==> src/rtl/control_pkg.sv <==
// Shared constants for the MIPS main control decoder: opcodes, ALUOp classes
// and the bit positions of the control strobes on the signals bus.
package control_pkg;

  localparam int SIG_W = 7;

  localparam int SIG_REGDST   = 0;
  localparam int SIG_BRANCH   = 1;
  localparam int SIG_MEMREAD  = 2;
  localparam int SIG_MEMTOREG = 3;
  localparam int SIG_MEMWRITE = 4;
  localparam int SIG_ALUSRC   = 5;
  localparam int SIG_REGWRITE = 6;

  localparam logic [5:0] OP_RTYPE = 6'b000000;
  localparam logic [5:0] OP_J     = 6'b000010;
  localparam logic [5:0] OP_JAL   = 6'b000011;
  localparam logic [5:0] OP_BEQ   = 6'b000100;
  localparam logic [5:0] OP_BNE   = 6'b000101;
  localparam logic [5:0] OP_ADDI  = 6'b001000;
  localparam logic [5:0] OP_ADDIU = 6'b001001;
  localparam logic [5:0] OP_SLTI  = 6'b001010;
  localparam logic [5:0] OP_SLTIU = 6'b001011;
  localparam logic [5:0] OP_ANDI  = 6'b001100;
  localparam logic [5:0] OP_ORI   = 6'b001101;
  localparam logic [5:0] OP_LUI   = 6'b001111;
  localparam logic [5:0] OP_LW    = 6'b100011;
  localparam logic [5:0] OP_LBU   = 6'b100100;
  localparam logic [5:0] OP_LHU   = 6'b100101;
  localparam logic [5:0] OP_SB    = 6'b101000;
  localparam logic [5:0] OP_SH    = 6'b101001;
  localparam logic [5:0] OP_SW    = 6'b101011;

  localparam logic [2:0] ALU_ADD   = 3'b000;
  localparam logic [2:0] ALU_SUB   = 3'b001;
  localparam logic [2:0] ALU_FUNCT = 3'b010;
  localparam logic [2:0] ALU_AND   = 3'b011;
  localparam logic [2:0] ALU_OR    = 3'b100;
  localparam logic [2:0] ALU_SLT   = 3'b101;
  localparam logic [2:0] ALU_SLTU  = 3'b110;
  localparam logic [2:0] ALU_LUI   = 3'b111;

endpackage

==> src/rtl/control_unit_if.sv <==
// Opcode in, registered control strobes and ALU class out.
interface control_unit_if #(parameter int NUM_SIGNALS = 7);
  logic [5:0]             ins;
  logic [NUM_SIGNALS-1:0] signals;
  logic [2:0]             ALUOp;

  modport master (output ins, input signals, input ALUOp);
  modport slave  (input ins, output signals, output ALUOp);
endinterface

==> src/rtl/control_decode.sv <==
// Purely combinational opcode decode; unknown or unlisted opcodes fall to the
// all-zero row so nothing is written to registers or memory.
module control_decode
  import control_pkg::*;
(
  input  logic [5:0]       ins_i,
  output logic [SIG_W-1:0] next_signals_o,
  output logic [2:0]       next_aluop_o
);

  always_comb begin
    next_signals_o = '0;
    next_aluop_o   = ALU_ADD;
    case (ins_i)
      OP_RTYPE: begin
        next_signals_o[SIG_REGWRITE] = 1'b1;
        next_signals_o[SIG_REGDST]   = 1'b1;
        next_aluop_o                 = ALU_FUNCT;
      end
      OP_LW, OP_LBU, OP_LHU: begin
        next_signals_o[SIG_REGWRITE] = 1'b1;
        next_signals_o[SIG_ALUSRC]   = 1'b1;
        next_signals_o[SIG_MEMTOREG] = 1'b1;
        next_signals_o[SIG_MEMREAD]  = 1'b1;
      end
      OP_SW, OP_SB, OP_SH: begin
        next_signals_o[SIG_ALUSRC]   = 1'b1;
        next_signals_o[SIG_MEMWRITE] = 1'b1;
      end
      OP_BEQ, OP_BNE: begin
        next_signals_o[SIG_BRANCH] = 1'b1;
        next_aluop_o               = ALU_SUB;
      end
      OP_ADDI, OP_ADDIU, OP_ANDI, OP_ORI, OP_SLTI, OP_SLTIU, OP_LUI: begin
        next_signals_o[SIG_REGWRITE] = 1'b1;
        next_signals_o[SIG_ALUSRC]   = 1'b1;
        case (ins_i)
          OP_ANDI:  next_aluop_o = ALU_AND;
          OP_ORI:   next_aluop_o = ALU_OR;
          OP_SLTI:  next_aluop_o = ALU_SLT;
          OP_SLTIU: next_aluop_o = ALU_SLTU;
          OP_LUI:   next_aluop_o = ALU_LUI;
          default:  next_aluop_o = ALU_ADD;
        endcase
      end
      // Jumps carry no strobes here; target steering lives outside this block.
      OP_J, OP_JAL: begin
        next_signals_o = '0;
        next_aluop_o   = ALU_ADD;
      end
      default: begin
        next_signals_o = '0;
        next_aluop_o   = ALU_ADD;
      end
    endcase
  end

endmodule

==> src/rtl/control_unit.sv <==
// MIPS main control: decode the opcode and register the strobes so they line
// up with the following pipeline stage (one cycle of latency).
module control_unit
  import control_pkg::*;
#(
  parameter int NUM_SIGNALS = 7
) (
  input  logic          clk,
  input  logic          rst_n,
  control_unit_if.slave bus
);

  logic [SIG_W-1:0] signals_d, signals_q;
  logic [2:0]       aluop_d, aluop_q;

  control_decode u_decode (
    .ins_i          (bus.ins),
    .next_signals_o (signals_d),
    .next_aluop_o   (aluop_d)
  );

  // Stage boundary: decoded strobes registered toward the next pipeline stage.
  always_ff @(posedge clk or negedge rst_n) begin
    if (!rst_n) begin
      signals_q <= '0;
      aluop_q   <= ALU_ADD;
    end else begin
      signals_q <= signals_d;
      aluop_q   <= aluop_d;
    end
  end

  assign bus.signals = signals_q;
  assign bus.ALUOp   = aluop_q;

endmodule

==> src/flat_wrapper.sv <==
// flat-port wrapper written by rule: the top's interface ports become plain ports
module control_unit_flat import control_pkg::*;
#(
  parameter int NUM_SIGNALS = 7
)
  (clk, rst_n, bus_ins, bus_signals, bus_ALUOp);
  control_unit_if #(.NUM_SIGNALS(NUM_SIGNALS)) bus_i ();
  input  logic clk;
  input  logic rst_n;
  input wire logic [$bits(bus_i.ins)-1:0] bus_ins;
  output wire logic [$bits(bus_i.signals)-1:0] bus_signals;
  output wire logic [$bits(bus_i.ALUOp)-1:0] bus_ALUOp;
  assign bus_i.ins = bus_ins;
  assign bus_signals = bus_i.signals;
  assign bus_ALUOp = bus_i.ALUOp;
  control_unit #(.NUM_SIGNALS(NUM_SIGNALS)) u_core (.clk(clk), .rst_n(rst_n), .bus(bus_i));
endmodule
==> config.mk <==
export PLATFORM = sky130hd
export DESIGN_NAME = control_unit_flat
export DESIGN_NICKNAME = d
export VERILOG_FILES = /design/src/rtl/control_pkg.sv /design/src/rtl/control_unit_if.sv /design/src/rtl/control_decode.sv /design/src/rtl/control_unit.sv /design/src/flat_wrapper.sv
export SDC_FILE = /design/constraint.sdc
export NUM_CORES = 1
export LEC_CHECK = 0
export CAP_MARGIN = 10
export CORE_AREA = 2 2 39 41
export CTS_CLUSTER_DIAMETER = 150
export DETAILED_ROUTE_END_ITERATION = 8
export DIE_AREA = 0 0 41 43
export HOLD_SLACK_MARGIN = 0.15
export PLACE_DENSITY = 0.73
export SYNTH_ARGS = -nofsm -noshare
export SYNTH_HDL_FRONTEND = slang
export SYNTH_SLANG_ARGS = --single-unit
==> constraint.sdc <==
create_clock -name clk -period 0.8 [get_ports clk]
set_input_delay 0.16 -clock clk [delete_from_list [all_inputs] [get_ports clk]]
set_output_delay 0.16 -clock clk [all_outputs]
set_load 0.01 [all_outputs]
==> flow_summary.yaml, run 1 <==
synth:
  synthMuxAreaShare_pct: 0
  synth-xor-area-share_pct: 3.46
  avgSynthCellArea_um2: 10.3
  synth_cell_type_count: 31
  syn_nets: 57
  synth_fa_ha_area_share_pct: 0
  synth_top_family_by_area: "simple AND/OR/NAND/NOR gates"
  synth_seq_area_share_pct: 44.4
  yosys_warnings: 0
  synth_compound_area_share_pct: 16.8
  synth-seq-cells: 9
  synth_cells: 49
  synth-simple-area-share_pct: 25.7
  synth_area_um2: 507
cts:
  hold_buffers: 0
  cts_tree: "yes"
  clk_path_buf_depth: 2
  clkSinkCount: 9
  clk_pin_slew_worst_paths_ns: 0.05
  clock-root-buffer: "clkbuf_4"
  htreeDepth: 1
  cts_buffers: 3
hold_path:
  holdPathStages: 2
  worstHoldStart: "bus_ins[4]"
  min_to: "u_core.bus.signals[4]"
  hp-class: "primary input to flop"
pwr:
  power_frac_seq_pct: 44.1
  sw_frac_of_total_pct: 26.0
  p_leak_uw: 0.000372
  irDropWorstVdd_v: 0.000478
  combPwrFrac_pct: 25.0
  p_int_uw: 798
  total_power_uw: 1080
  pwr-share-clk_pct: 30.9
  powerDensity_nw_per_um2: 1380
  switchingPower_uw: 280
sta:
  timing.final.crit_share_pct: 115
  min_period_ns: 0.923
  slew_headroom_pct: 73.1
  setup-violations-final: 10
  drv_slew: 0
  rsz0062_at_grt: "yes"
  finalHoldViolations: 0
  final.setup.tns_ns: -1.06
  setup_ws_ns: -0.123
  worstMarginPinSlew_ns: 0.403
  fmax_mhz: 1080
setup_path:
  cpMaxStageDelayCell: "dfrtp_1"
  worstPathRequired_ns: 0.64
  path_buf_inv: 1
  worstSetupStartpointType: "flop"
  cp_cell_sequence: "buf_2"
  path_class: "flop to primary output"
  worstPathMaxFanout: 2
  slowest_delay_ns: 0.37
  end_kind: "primary output"
  crit_arrival_ns: 0.76
  crit_family: "flip-flops"
placement:
  place_congestion: 0.837
  dpl.hpwl_um: 858
  place_inst: 89
  numPortBuffers: 17
  dpl-instance-area_um2: 764
routing:
  drc_errors: 0
  drt_iter0_markers: 2
  drt_pre_antenna_iters: 2
  wl_mm: 1.20
  viasPerCell: 5.03
  wl_per_cell_um: 12.7
  num_vias: 473
  ant_nets: 0
status:
  status: "complete, but fails checks"
  violations: "negative setup slack"
global_route:
  grt_overflow: 0
  grt_start_max_net_pins: 10
  track_usage_pct: 15.5
  grt_pass1_wl_mm: 1.82
  antenna_found_initial: 0
  grt_pass1_vias: 426
finish:
  syn2layout_area_growth_pct: 54.1
  final_nets: 87
  drive_gt1_share_pct: 57.7
  stdcell_count: 94
  fill_cells: 142
  stdcell_area_um2: 781
  finish.utilization_pct: 56.4
  diodes: 0
floorplan:
  core_area_um2: 1380
  die_area_um2: 1760
  num_rows: 14
  initial_core_util_pct: 36.6
  ioPinCount: 18
  die_w_um: 41
  die_h_um: 43
flow_run:
  cap_violations: 0
flip-flops by register name, summed over array words and instances (netlist names):
| signal | flops |
|---|---|
| u_core.bus.signals | 6 |
| u_core.bus.ALUOp | 3 |
worst max path at each step:
| stage | endpoint | cells past startpoint | from | slack [ns] |
|---|---|---|---|---|
| 2_1_floorplan | u_core.bus.signals[6] | 4 | bus_ins[2] | -0.02 |
| 3_5_place_dp | u_core.bus.signals[0] | 3 | bus_ins[5] | -0.69 |
| 4_1_cts | bus_signals[2] | 1 | u_core.bus.signals[3] | -0.13 |
| 6_report | bus_signals[2] | 1 | u_core.bus.signals[3] | -0.12 |
| 3_3_place_gp | u_core.bus.signals[4] | 3 | bus_ins[0] | -0.70 |
| 5_1_grt | bus_signals[2] | 1 | u_core.bus.signals[3] | -0.15 |
metal layers:
metal	wire length (um)	up-vias	GRT usage [%]
met5	0	-	0
met4	14	0	10.0
met3	82	2	1.57
met2	641	16	26.9
met1	458	218	16.1
li1	-	237	-
cell usage in the layout (no fill, tap or decap), types with 2 or more instances in the layout:
cell | Yosys | layout
buf_6 | 1 | 3
clkbuf_4 | 0 | 4
a21oi_1 | 4 | 2
nor2_1 | 2 | 2
buf_2 | 0 | 13
buf_4 | 4 | 10
nand2_1 | 2 | 2
a21oi_2 | 0 | 2
dfrtp_1 | 9 | 9
stage by stage:
stage	setup WS, ns	hold WS, ns
after floorplan	-0.0164	-0.136
after global placement	-0.696	0.492
after detailed placement	-0.694	0.495
after CTS	-0.135	0.224
after global routing	-0.153	0.148
final	-0.123	0.145
cell families (layout without fill, tap and decap cells):
kind of cell / after synthesis / count (layout)
buffers and inverters: 7 / 36
XOR/XNOR: 2 / 2
AND/OR/NAND/NOR: 19 / 19
AO/OA/AOI/OAI: 12 / 12
flip-flops: 9 / 9
final cells by class:
type                            count  area (um2)  share of cell area (%)
Sequential cell                     9         225                    28.8
Multi-Input combinational cell     33         285                    36.5
Tap cell                           16        20.0                    2.56
Clock buffer                        4        26.3                    3.37
Inverter                            2        7.51                   0.962
Timing Repair Buffer               30         216                    27.7
power by group through the flow:
stage / Combinational, uW / Sequential [uW] / Clock (uW)
after floorplan: 117 / 492 / 0
after global placement: 258 / 483 / 0
after detailed placement: 260 / 484 / 0
after CTS: 248 / 475 / 345
after global routing: 294 / 476 / 359
final: 269 / 476 / 333
synthesized netlist by cell type (all sizes together):
library cell	count	share of area, %
or3	1	1.2
nand3b	1	1.5
and2b	1	1.5
nor3b	1	1.5
buf	5	8.1
a21boi	1	1.5
nor2b	2	2.5
nor2	3	3.7
or2	2	2.5
nor3	1	0.99
a32oi	1	1.7
and4bb	1	2.5
nand3	1	0.99
o22ai	1	1.2
nor4	2	2.5
dfrtp	9	44
xor2	1	1.7
nor4b	1	3.0
xnor2	1	1.7
inv	2	1.5
a31oi	1	1.2
o21ai	1	0.99
nand2	2	1.5
a2111oi	2	4.7
o21bai	1	1.5
a21oi	4	4.0
timing repair:
action,in CTS,in global routing
setup endpoints to repair,19,17
endpoints found under the hold margin,0,1
resized for setup,67,12
pin swaps,5,3
setup buffers,0,1
Power figures use the tool's default switching activity.
==> run 2: changes to the inputs <==
==> constraint.sdc (replaced) <==
create_clock -name clk -period 0.8 [get_ports clk]
set_input_delay 0.16 -clock clk [delete_from_list [all_inputs] [get_ports clk]]
set_output_delay 0.16 -clock clk [all_outputs]
set_load 0.1 [all_outputs]
==> run 2 against run 1 <==
The flow still finishes with violations (negative setup slack). Total power grew 16%. Global-route usage grew 1.2 points. Combinational power grew 62%. Critical path depth is the same. Sequential power grew 4%. Clock-buffer cell count is the same. Via count grew 4.7%. Critical path type unchanged.
==> flow_summary.yaml, run 2 (same netlist as run 1, synthesis figures left out) <==
finish:
  layout_common_cells: "buf_12 (11), buf_4 (11), dfrtp_4 (9)"
  stdcell_area_um2: 965
  syn2layout_area_growth_pct: 90.4
  final_nets: 89
  fill_cells: 96
  diodes: 0
  largest_reg_flops: 6
  drive_gt1_share_pct: 68.8
  stdcell_count: 96
  seq_area_um2: 259
  multi_input_area_um2: 269
global_route:
  grt_pass1_wl_mm: 1.99
  grt_overflow: 0
  grt_pass1_vias: 464
  grt_start_max_net_pins: 10
  track_usage_pct: 16.6
  antenna_found_initial: 0
setup_path:
  startpoint: "u_core.bus.signals[3]"
  crit_arrival_ns: 0.92
  worstSetupStartpointType: "flop"
  cpMaxStageDelayCell: "dfrtp_4"
  end_kind: "primary output"
  worstPathMaxFanout: 2
  path_class: "flop to primary output"
  slowest_delay_ns: 0.50
  path_buf_inv: 1
  worstPathRequired_ns: 0.64
  cp_cell_sequence: "buf_12"
  crit_family: "flip-flops"
cts:
  hold_buffers: 0
  clock-root-buffer: "clkbuf_4"
  cts_buffers: 3
  htreeDepth: 1
  cts_tree: "yes"
  clkSinkCount: 9
  clk_path_buf_depth: 2
  clk_pin_slew_worst_paths_ns: 0.05
routing:
  viasPerCell: 5.16
  wl_mm: 1.13
  ant_nets: 0
  drc_errors: 0
  drt_iter0_markers: 13
  drt_pre_antenna_iters: 4
  num_vias: 495
  wl_per_cell_um: 11.8
floorplan:
  initial_core_util_pct: 36.6
  core_area_um2: 1380
  num_rows: 14
  die_w_um: 41
  die_h_um: 43
  ioPinCount: 18
  die_area_um2: 1760
hold_path:
  hp-class: "primary input to flop"
  worstHoldStart: "bus_ins[2]"
  min_to: "u_core.bus.signals[0]"
  holdPathStages: 3
placement:
  place_congestion: 0.844
  numPortBuffers: 17
  dpl-instance-area_um2: 912
  dpl.hpwl_um: 890
  place_inst: 90
sta:
  setup_ws_ns: -0.282
  fmax_mhz: 924
  setup-violations-final: 10
  timing.final.crit_share_pct: 135
  min_period_ns: 1.08
  rsz0062_at_grt: "yes"
  finalHoldViolations: 0
  worstMarginPinSlew_ns: 0.328
  final.setup.tns_ns: -2.60
  drv_slew: 0
  slew_headroom_pct: 77.6
pwr:
  p_leak_uw: 0.000392
  powerDensity_nw_per_um2: 1300
  irDropWorstVdd_v: 0.000660
flow_run:
  cap_violations: 0
status:
  violations: "negative setup slack"
  status: "complete, but fails checks"
==> run 2: power breakdown <==
part           switching [uW]  internal [uW]
Combinational             247            190
Sequential               13.2            481
Clock                     134            191
==> run 2: area by class of cell <==
type,instances,share of cell area [%]
clock buffers,4,2.72
well taps,16,2.08
inverters,2,1.04
repair buffers,32,39.4
flip-flops and latches,9,26.8
multi-input cells,33,27.9
==> run 2: worst min-delay path: stages <==
cell,delay [ns]
buf_6,0.08
or2_4,0.13
nor4_2,0.04
==> run 2: metrics by stage <==
step / worst slack, ns / util, % / power [uW] / hold slack (ns)
after floorplan: -0.189 / - / 744 / -0.136
after global placement: -0.637 / 65.9 / 921 / 0.501
after detailed placement: -0.665 / 65.9 / 929 / 0.493
after CTS: -0.284 / 69.1 / 1260 / 0.198
after global routing: -0.315 / 69.7 / 1330 / 0.188
final: -0.282 / 69.7 / 1260 / 0.192
==> run 2: what timing repair did <==
| action | in CTS | in global routing |
|---|---|---|
| setup buffers | 3 | 0 |
| endpoints found under the setup margin | 19 | 16 |
| pin swaps | 6 | 3 |
| gates cloned | 1 | 0 |
| resized for setup | 28 | 4 |
==> run 2: worst max-delay path by stage <==
stage	to	slack, ns	depth (start not counted)
after floorplan	bus_signals[3]	-0.19	1
after global placement	u_core.bus.signals[6]	-0.64	5
after detailed placement	u_core.bus.signals[6]	-0.67	5
after CTS	bus_signals[2]	-0.28	1
after global routing	bus_signals[2]	-0.31	1
final	bus_signals[2]	-0.28	1
==> run 2: metal layers <==
| layer | global-route usage, % | vias to the layer above | routed length (um) |
|---|---|---|---|
| li1 | - | 236 | - |
| met1 | 18.6 | 238 | 417 |
| met2 | 29.1 | 21 | 660 |
| met3 | 1.57 | 0 | 51 |
| met4 | 8.00 | 0 | 0 |
| met5 | 0 | - | 0 |
